File: config.mk
export PLATFORM = sky130hd
export DESIGN_NAME = note_detector
export DESIGN_NICKNAME = d
export VERILOG_FILES = /design/src/rtl/note_detector.sv
export SDC_FILE = /design/constraint.sdc
export NUM_CORES = 1
export LEC_CHECK = 0
export CAP_MARGIN = 20
export CORE_ASPECT_RATIO = 1.25
export CORE_MARGIN = 5
export CORE_UTILIZATION = 50
export DETAILED_ROUTE_END_ITERATION = 10
export PLACE_DENSITY_LB_ADDON = 0.12
export SYNTH_ARGS = -nofsm -noshare
export SYNTH_HDL_FRONTEND = slang
export SYNTH_SLANG_ARGS = --single-unit
File: constraint.sdc
create_clock -name clock -period 5.85 [get_ports clock]
set_input_delay 1.4625 -clock clock [delete_from_list [all_inputs] [get_ports clock]]
set_output_delay 1.4625 -clock clock [all_outputs]
set_load 0.005 [all_outputs]
File: src/rtl/note_detector.sv
// note_detector: measures the half-period of a single-bit square wave and
// classifies it as one of the notes A..G. A note is reported only after a
// run of consistent half-periods, and dropped on a mismatch or on silence.
// NOM_SHIFT scales the nominal count table down by a power of two for a
// faster clock or bench use; 0 gives the real generator counts.
module note_detector #(
    parameter int TOL            = 64,
    parameter int LOCK_COUNT     = 4,
    parameter int TIMEOUT_CYCLES = 200000,
    parameter int NOM_SHIFT      = 0
) (
    input  logic        clock,
    input  logic        reset,
    input  logic        wave_in,
    output logic [2:0]  note,
    output logic        note_valid,
    output logic        note_changed,
    output logic [27:0] half_period
);

    localparam int CNT_W = 28;
    localparam int MW    = $clog2(LOCK_COUNT + 1);

    localparam logic [CNT_W-1:0] LIMIT     = CNT_W'(TIMEOUT_CYCLES);
    localparam logic [MW-1:0]    LOCK_AT   = MW'(LOCK_COUNT);
    localparam logic [MW-1:0]    MATCH_ONE = MW'(1);

    typedef enum logic [1:0] {
        IDLE    = 2'd0,
        ACQUIRE = 2'd1,
        LOCKED  = 2'd2
    } state_t;

    // Nominal captured half-period for note code k (1 = A .. 7 = G).
    function automatic logic [CNT_W-1:0] nom_of(input logic [2:0] k);
        logic [CNT_W-1:0] base;
        case (k)
            3'd1:    base = 28'd113636;
            3'd2:    base = 28'd101239;
            3'd3:    base = 28'd95556;
            3'd4:    base = 28'd85131;
            3'd5:    base = 28'd75843;
            3'd6:    base = 28'd71586;
            3'd7:    base = 28'd63776;
            default: base = '0;
        endcase
        return base >> NOM_SHIFT;
    endfunction

    // Note code whose window |c - NOM| <= TOL contains c, or 0 if none.
    // Windows are disjoint for sane TOL, so at most one k can hit.
    function automatic logic [2:0] classify(input logic [CNT_W-1:0] c);
        logic signed [CNT_W+1:0] diff;
        logic signed [CNT_W+1:0] tol_s;
        logic [2:0]              cls_f;
        tol_s = $signed((CNT_W+2)'(TOL));
        cls_f = 3'd0;
        for (int k = 1; k < 8; k++) begin
            diff = $signed({2'b00, c}) - $signed({2'b00, nom_of(3'(k))});
            if ((diff <= tol_s) && (diff >= -tol_s)) begin
                cls_f = 3'(k);
            end
        end
        return cls_f;
    endfunction

    logic             s1_q, s1_d;
    logic             s2_q, s2_d;
    logic             p_q, p_d;
    logic [CNT_W-1:0] cnt_q, cnt_d;
    logic [2:0]       cand_q, cand_d;
    logic [MW-1:0]    match_q, match_d;
    state_t           state_q, state_d;
    logic [2:0]       note_q, note_d;
    logic             note_valid_q, note_valid_d;
    logic             note_changed_q, note_changed_d;
    logic [CNT_W-1:0] half_period_q, half_period_d;

    logic             wave_edge;
    logic             at_limit;
    logic             timeout;
    logic [2:0]       cls;
    logic [MW-1:0]    match_inc;
    logic             hp_load;
    logic             enter_lock;

    // Synchronizer, edge detect, saturating period counter and classifier.
    always_comb begin
        s1_d      = wave_in;
        s2_d      = s1_q;
        p_d       = s2_q;
        wave_edge = s2_q ^ p_q;
        at_limit  = (cnt_q == LIMIT);
        // An edge landing on the timeout cycle is a real measurement.
        timeout   = at_limit && !wave_edge;
        if (wave_edge) begin
            cnt_d = '0;
        end else if (at_limit) begin
            cnt_d = cnt_q;
        end else begin
            cnt_d = cnt_q + 28'd1;
        end
        cls       = classify(cnt_q);
        match_inc = match_q + MATCH_ONE;
    end

    // Next-state logic: acquisition bookkeeping on each edge, timeout to IDLE.
    always_comb begin
        state_d = state_q;
        cand_d  = cand_q;
        match_d = match_q;
        hp_load = 1'b0;
        case (state_q)
            IDLE: begin
                // The first edge only starts the counter; its value is junk.
                if (wave_edge) begin
                    state_d = ACQUIRE;
                    cand_d  = '0;
                    match_d = '0;
                end
            end
            ACQUIRE: begin
                if (wave_edge) begin
                    hp_load = 1'b1;
                    if (cls == 3'd0) begin
                        cand_d  = '0;
                        match_d = '0;
                    end else if (cls == cand_q) begin
                        match_d = match_inc;
                        if (match_inc == LOCK_AT) begin
                            state_d = LOCKED;
                        end
                    end else begin
                        cand_d  = cls;
                        match_d = MATCH_ONE;
                    end
                end else if (timeout) begin
                    state_d = IDLE;
                    match_d = '0;
                end
            end
            LOCKED: begin
                if (wave_edge) begin
                    hp_load = 1'b1;
                    if (cls != note_q) begin
                        state_d = ACQUIRE;
                        cand_d  = cls;
                        match_d = (cls != 3'd0) ? MATCH_ONE : '0;
                    end
                end else if (timeout) begin
                    state_d = IDLE;
                    match_d = '0;
                end
            end
            default: begin
                state_d = IDLE;
            end
        endcase
    end

    // Output logic: note is presented only while LOCKED, pulse on lock entry.
    always_comb begin
        enter_lock     = (state_d == LOCKED) && (state_q != LOCKED);
        note_d         = 3'd0;
        note_valid_d   = 1'b0;
        note_changed_d = 1'b0;
        if (state_d == LOCKED) begin
            note_valid_d   = 1'b1;
            note_d         = enter_lock ? cand_q : note_q;
            note_changed_d = enter_lock;
        end
        half_period_d = hp_load ? cnt_q : half_period_q;
    end

    // State register: every flop clears on reset, dropping any measurement.
    always_ff @(posedge clock) begin
        if (reset) begin
            s1_q           <= 1'b0;
            s2_q           <= 1'b0;
            p_q            <= 1'b0;
            cnt_q          <= '0;
            cand_q         <= '0;
            match_q        <= '0;
            state_q        <= IDLE;
            note_q         <= '0;
            note_valid_q   <= 1'b0;
            note_changed_q <= 1'b0;
            half_period_q  <= '0;
        end else begin
            s1_q           <= s1_d;
            s2_q           <= s2_d;
            p_q            <= p_d;
            cnt_q          <= cnt_d;
            cand_q         <= cand_d;
            match_q        <= match_d;
            state_q        <= state_d;
            note_q         <= note_d;
            note_valid_q   <= note_valid_d;
            note_changed_q <= note_changed_d;
            half_period_q  <= half_period_d;
        end
    end

    assign note         = note_q;
    assign note_valid   = note_valid_q;
    assign note_changed = note_changed_q;
    assign half_period  = half_period_q;

endmodule

# After elaboration in Yosys (flattened, before gate mapping)
# Cells that the tools add are included.
[totals] word_cells=103 register_bits=72 input_bits=3 out_inout_bits=33
[classes] n_eq_ne=14 n_reduce_logical=19 muxes=34 bitwise_logic=2 order_cmp=14 addsub=9
[ops] op="29-bit by 7-bit greater-or-equal comparator with 1-bit output, second input constant" count=7
[ops] op="29-bit by 8-bit less-or-equal comparator with 1-bit output, second input constant" count=7
[ops] op="28-bit by 17-bit subtractor with 29-bit output, second input constant" count=6
[ops] op="3-bit two-way mux" count=16
[ops] op="28-bit by 16-bit subtractor with 29-bit output, second input constant" count=1
[ops] op="28-bit by 1-bit adder with 28-bit output, second input constant" count=1
[ops] op="28-bit by 18-bit == test with 1-bit output, second input constant" count=1
[ops] op="2-bit two-way mux" count=10
[ops] op="3-bit case mux with 3 select lines" count=2
[ops] op="2-bit != test, second input constant" count=5
[ops] op="1-bit logical AND" count=9
[ops] op="3-bit != test, second input constant" count=2
[ops] op="2-bit case mux with 3 select lines" count=1
[ops] op="6-bit AND reduction" count=1
[ops] op="3-bit nonzero test" count=2
[ops] op="2-bit OR reduction" count=3
[ops] op="1-bit two-way mux" count=5
[ops] op="2-bit == test, second input constant" count=2
[ops] op="3-bit by 1-bit adder with 3-bit output, second input constant" count=1
[ops] op="3-bit == test" count=1
[ops] op="3-bit == test, second input constant" count=1
[ops] op="3-bit logical NOT" count=1
[ops] op="3-bit != test" count=1
[ops] op="3-bit AND reduction" count=1
[ops] op="other kinds (5)" count=5

# Logic depth before layout (Yosys ltp)
[logic_depth] word_depth=18 mapped_depth=18 ltp_nobuf=15

# Worst setup path before layout
# Ideal clock, no wire load.
[synth_timing] path_kind="reg-to-reg" startpoint="reg cnt_q[3]" endpoint="reg cand_q[1]" path_stages_with_launch=18 path_slack_ps=1318 required_time_ps=5749 arrival_ps=4431 setup_time_ps=101 path_buffers=2 period_less_slack_ps=4532 cell_sequence="dfxtp_1 clkbuf_1 clkbuf_1 inv_1 ha_1 a21oi_1 o21ai_0 a31oi_1 nand2_1 or4_1 or4_1 o41a_1 and3_1 o211ai_1 nand3_2 nand3_4 nand3_1 o41ai_1"
[synth_between] elab_chain_len=14 word_cells_on_any_way=47 cone_classes="add/sub (7); order compare (14); eq/ne (4); mux (13); reduce/logical (9)"
[synth_rtl] item="start: declaration" line_no="70" text="logic [CNT_W-1:0] cnt_q, cnt_d;"
[synth_rtl] item="start signal: assignment" line_no="193" text="cnt_q <= cnt_d;"
[synth_rtl] item="28-bit by 17-bit subtractor with 29-bit output" line_no="59" text="diff = $signed({2'b00, c}) - $signed({2'b00, nom_of(3'(k))});"
[synth_rtl] item="29-bit by 8-bit less-or-equal comparator with 1-bit output or 29-bit by 7-bit greater-or-equal comparator with 1-bit output (tied branches)" line_no="60" text="if ((diff <= tol_s) && (diff >= -tol_s)) begin"
[synth_rtl] item="1-bit logical AND" line_no="60"
[synth_rtl] item="1-bit two-way mux" line_no="60"
[synth_rtl] item="2-bit two-way mux (2 in series)" line_no="60"
[synth_rtl] item="3-bit two-way mux (3 in series)" line_no="60"
[synth_rtl] item="3-bit two-way mux *" line_no="60"
[synth_rtl] item="3-bit logical NOT" line_no="125" text="if (cls == 3'd0) begin"
[synth_rtl] item="3-bit two-way mux" line_no="125"
[synth_rtl] item="3-bit two-way mux" line_no="123" text="if (wave_edge) begin"
[synth_rtl] item="3-bit case mux with 3 select lines" line_no="113" text="case (state_q)"
[synth_rtl] item="end signal: assignment" line_no="194" text="cand_q <= cand_d;"
[synth_rtl] item="end: declaration" line_no="71" text="logic [2:0] cand_q, cand_d;"
# Mark *: on every way between the ends. The rest lies on a longest branch, timed or not. The select of a mux whose other input is x is not followed.
# A chain may end at the register's enable or synchronous reset.

# Worst setup path in the final report
[layout_timing] startpoint="reg cnt_q[7]" endpoint="reg cand_q[1]"
# The elaborated chain is that of the path after synthesis.

==> impl_metrics.env <==
export IMPL_status="finished clean"
export IMPL_yosysWarnings=0
export IMPL_hold_ws_ns=0.453
export IMPL_drc=0
export IMPL_clock_latency_ns=0.36
export IMPL_synth_edf_count=0
export IMPL_startpoint_type="register"
export IMPL_utilization_pct=56.0
export IMPL_path_clk_slew_ns=0.07
export IMPL_slew_headroom_pct=19.9
export IMPL_wirelength_met1_um=17000
export IMPL_tightest_slew_ns=1.19
export IMPL_io_buffers=35
export IMPL_peakVddDrop_mv=0.120
export IMPL_initial_core_util_pct=50.3
export IMPL_cts_tree="built"
export IMPL_clock_sinks=72
export IMPL_clockBufferDepth=2
export IMPL_leakagePower_nw=3.68
export IMPL_yosys_top_cells_count="160 x nand2_1, 136 x nor2_1, 89 x a21oi_1"
export IMPL_syn2layout_area_growth_pct=11.2
export IMPL_synth_cell_types=99
export IMPL_die_h_um=166
export IMPL_via_per_inst=7.38
export IMPL_synth_seq_cells=72
export IMPL_skew_ns=0.0148
export IMPL_hold_viol=0
export IMPL_gp_congestion=1.09
export IMPL_synthCells=1430
export IMPL_rsz0062_at_grt="false"
export IMPL_syn_avg_cell_area_um2=6.78
export IMPL_synth_most_common_cell="nand2_1"
export IMPL_dr_pass1_iters=7
export IMPL_critPathCaptureType="register"
export IMPL_max_clock_freq_mhz=198
export IMPL_die_w_um=135
export IMPL_synth_area_mm2=0.00969
export IMPL_slew_viol_final=0
export IMPL_core_mm2=0.0193
export IMPL_route_met3_wl_um=5580
export IMPL_synth_nets=1455
export IMPL_p_per_area_mw_per_mm2=113
export IMPL_cp_max_fo=12
export IMPL_totalWireLength_um=45600
export IMPL_timing_setup_tns_ns=0
export IMPL_max_cap_violations=0
export IMPL_dr_wl_met2_um=19000
export IMPL_synth_area_leaders="dfxtp_1 15%, xnor2_1 6.5%, nand2_1 6.2%, nor2_1 5.3%, a21oi_1 4.6%"
export IMPL_worstPathRequired_ns=6.09
export IMPL_cts_resized=0
export IMPL_post_dp_hpwl_um=34300
export IMPL_fin_crit_sh_pct=86.3
export IMPL_ios=36
export IMPL_final_min_clock_period_ns=5.05
export IMPL_hold_class="register to register"
export IMPL_grt_max_degree=33
export IMPL_htreeDepth=3
export IMPL_post_cts_buffers=0
export IMPL_drive_above_1_share_pct=10.1
export IMPL_wl_per_cell_um=27.2
export IMPL_worstSetupPathType="register to register"
export IMPL_gr_total_overflow=0
export IMPL_clockRootBuffer="clkbuf_16"
export IMPL_netlist_area_leader_share_pct=14.9
export IMPL_grt_pass1_wl_um=69100
export IMPL_grt_antenna_before_repair=1
export IMPL_drt_iter0_markers=1803
export IMPL_num_rows=57
export IMPL_synth_async_reset_ratio_pct=0
export IMPL_grt_pass1_vias=11400
export IMPL_die_area_mm2=0.0223
export IMPL_placed_area_mm2=0.0104
export IMPL_synth_area_leader_cell="dfxtp_1"
export IMPL_ys_seq_area_share_pct=14.9
export IMPL_synth_ff_type="dfxtp_1"
export IMPL_ant_nets=0
export IMPL_grt_usage_pct=39.6
export IMPL_setup_slack_ns=0.804
export IMPL_final_nets=1460
export IMPL_setup_viol=0
export IMPL_vias=12400
export IMPL_top_layer_used="met4"
export IMPL_cts_hold_buffers=0
export IMPL_cts_buffers=9
export IMPL_finalInstanceArea_mm2=0.0108
export IMPL_pre_cts_slack_ns=0.980
export IMPL_cp_arrival_ns=5.28
==> where the power goes <==
part | switching (W) | total [W] | internal (W)
Clock | 0.000259 | 0.000638 | 0.000379
Combinational | 0.0000514 | 0.0000789 | 0.0000276
Sequential | 0.00000511 | 0.000498 | 0.000493
Total | 0.000315 | 0.00121 | 0.000899
==> logic make-up after synthesis <==
group	count (synthesis)	synth area share, %
compound gates	400	29.1
xor+xnor	84	7.59
fa+ha+maj	23	2.94
buf+inv	151	6.33
flops	72	14.9
mux	14	1.52
simple gates	686	37.7
==> area by class of cell <==
cell class	instances	area, µm²
clock inverters	7	103
inverters	30	113
clock buffers	9	225
well taps	236	295
diodes	1	2.50
repair buffers	115	961
fillers	1935	8480
flip-flops and latches	72	1440
multi-input cells	1207	7640
==> path summary, 6_finish.rpt <==
check | startpoint | end | slack (ns) | cells past startpoint
max | cnt_q[7] | cand_q[1] | 0.80 | 13
min | half_period[16] | half_period[16] | 0.45 | 2
max reg2reg | cnt_q[7] | cand_q[1] | 0.80 | 13
min reg2reg | half_period[16] | half_period[16] | 0.45 | 2
==> sequential cells by signal (all words and copies together) (netlist names) <==
| register | flops |
|---|---|
| note_valid | 1 |
| p_q | 1 |
| note | 3 |
| state_q | 2 |
| s1_q | 1 |
| match_q | 3 |
| half_period | 28 |
| cnt_q | 28 |
| p_d | 1 |
| note_changed | 1 |
| cand_q | 3 |
==> worst max-delay path, cell delays in order (launching register included) <==
cell and delay [ns]:
dfxtp_1 0.73, nand4_1 0.63, nor4_1 0.81, nor3_1 0.10, or4_1 0.59, a211oi_1 0.31, nand4b_1 0.13, o211a_1 0.32
and4bb_2 0.32, xnor2_1 0.21, nor2_1 0.10, nand2_1 0.13, nand3_1 0.15, o41ai_1 0.39
==> cell usage in the layout (no fill, tap or decap), types with 24 or more instances in the layout <==
cell / n
a21oi_1: 89
buf_4: 78
clkdlybuf4s50_1: 35
dfxtp_1: 70
nand2_1: 160
nand3_1: 57
nand4_1: 36
nor2_1: 136
nor3_1: 60
nor4_1: 37
o21ai_0: 60
or3_1: 24
xnor2_1: 72
==> routing by layer <==
metal | GRT usage, % | vias to the layer above
met2 | 59.3 | 962
met4 | 25.9 | 0
li1 | - | 5404
met3 | 10.5 | 282
met1 | 49.8 | 5736
met5 | 0 | -
==> metrics by stage <==
step | cells | total power [W]
after floorplan | 1430 | 0.000564
after global placement | 1659 | 0.000586
after detailed placement | 1659 | 0.000587
after CTS | 1675 | 0.00123
after global routing | 1676 | 0.00126
final | 1677 | 0.00121
(Power assumes the default switching activity.)
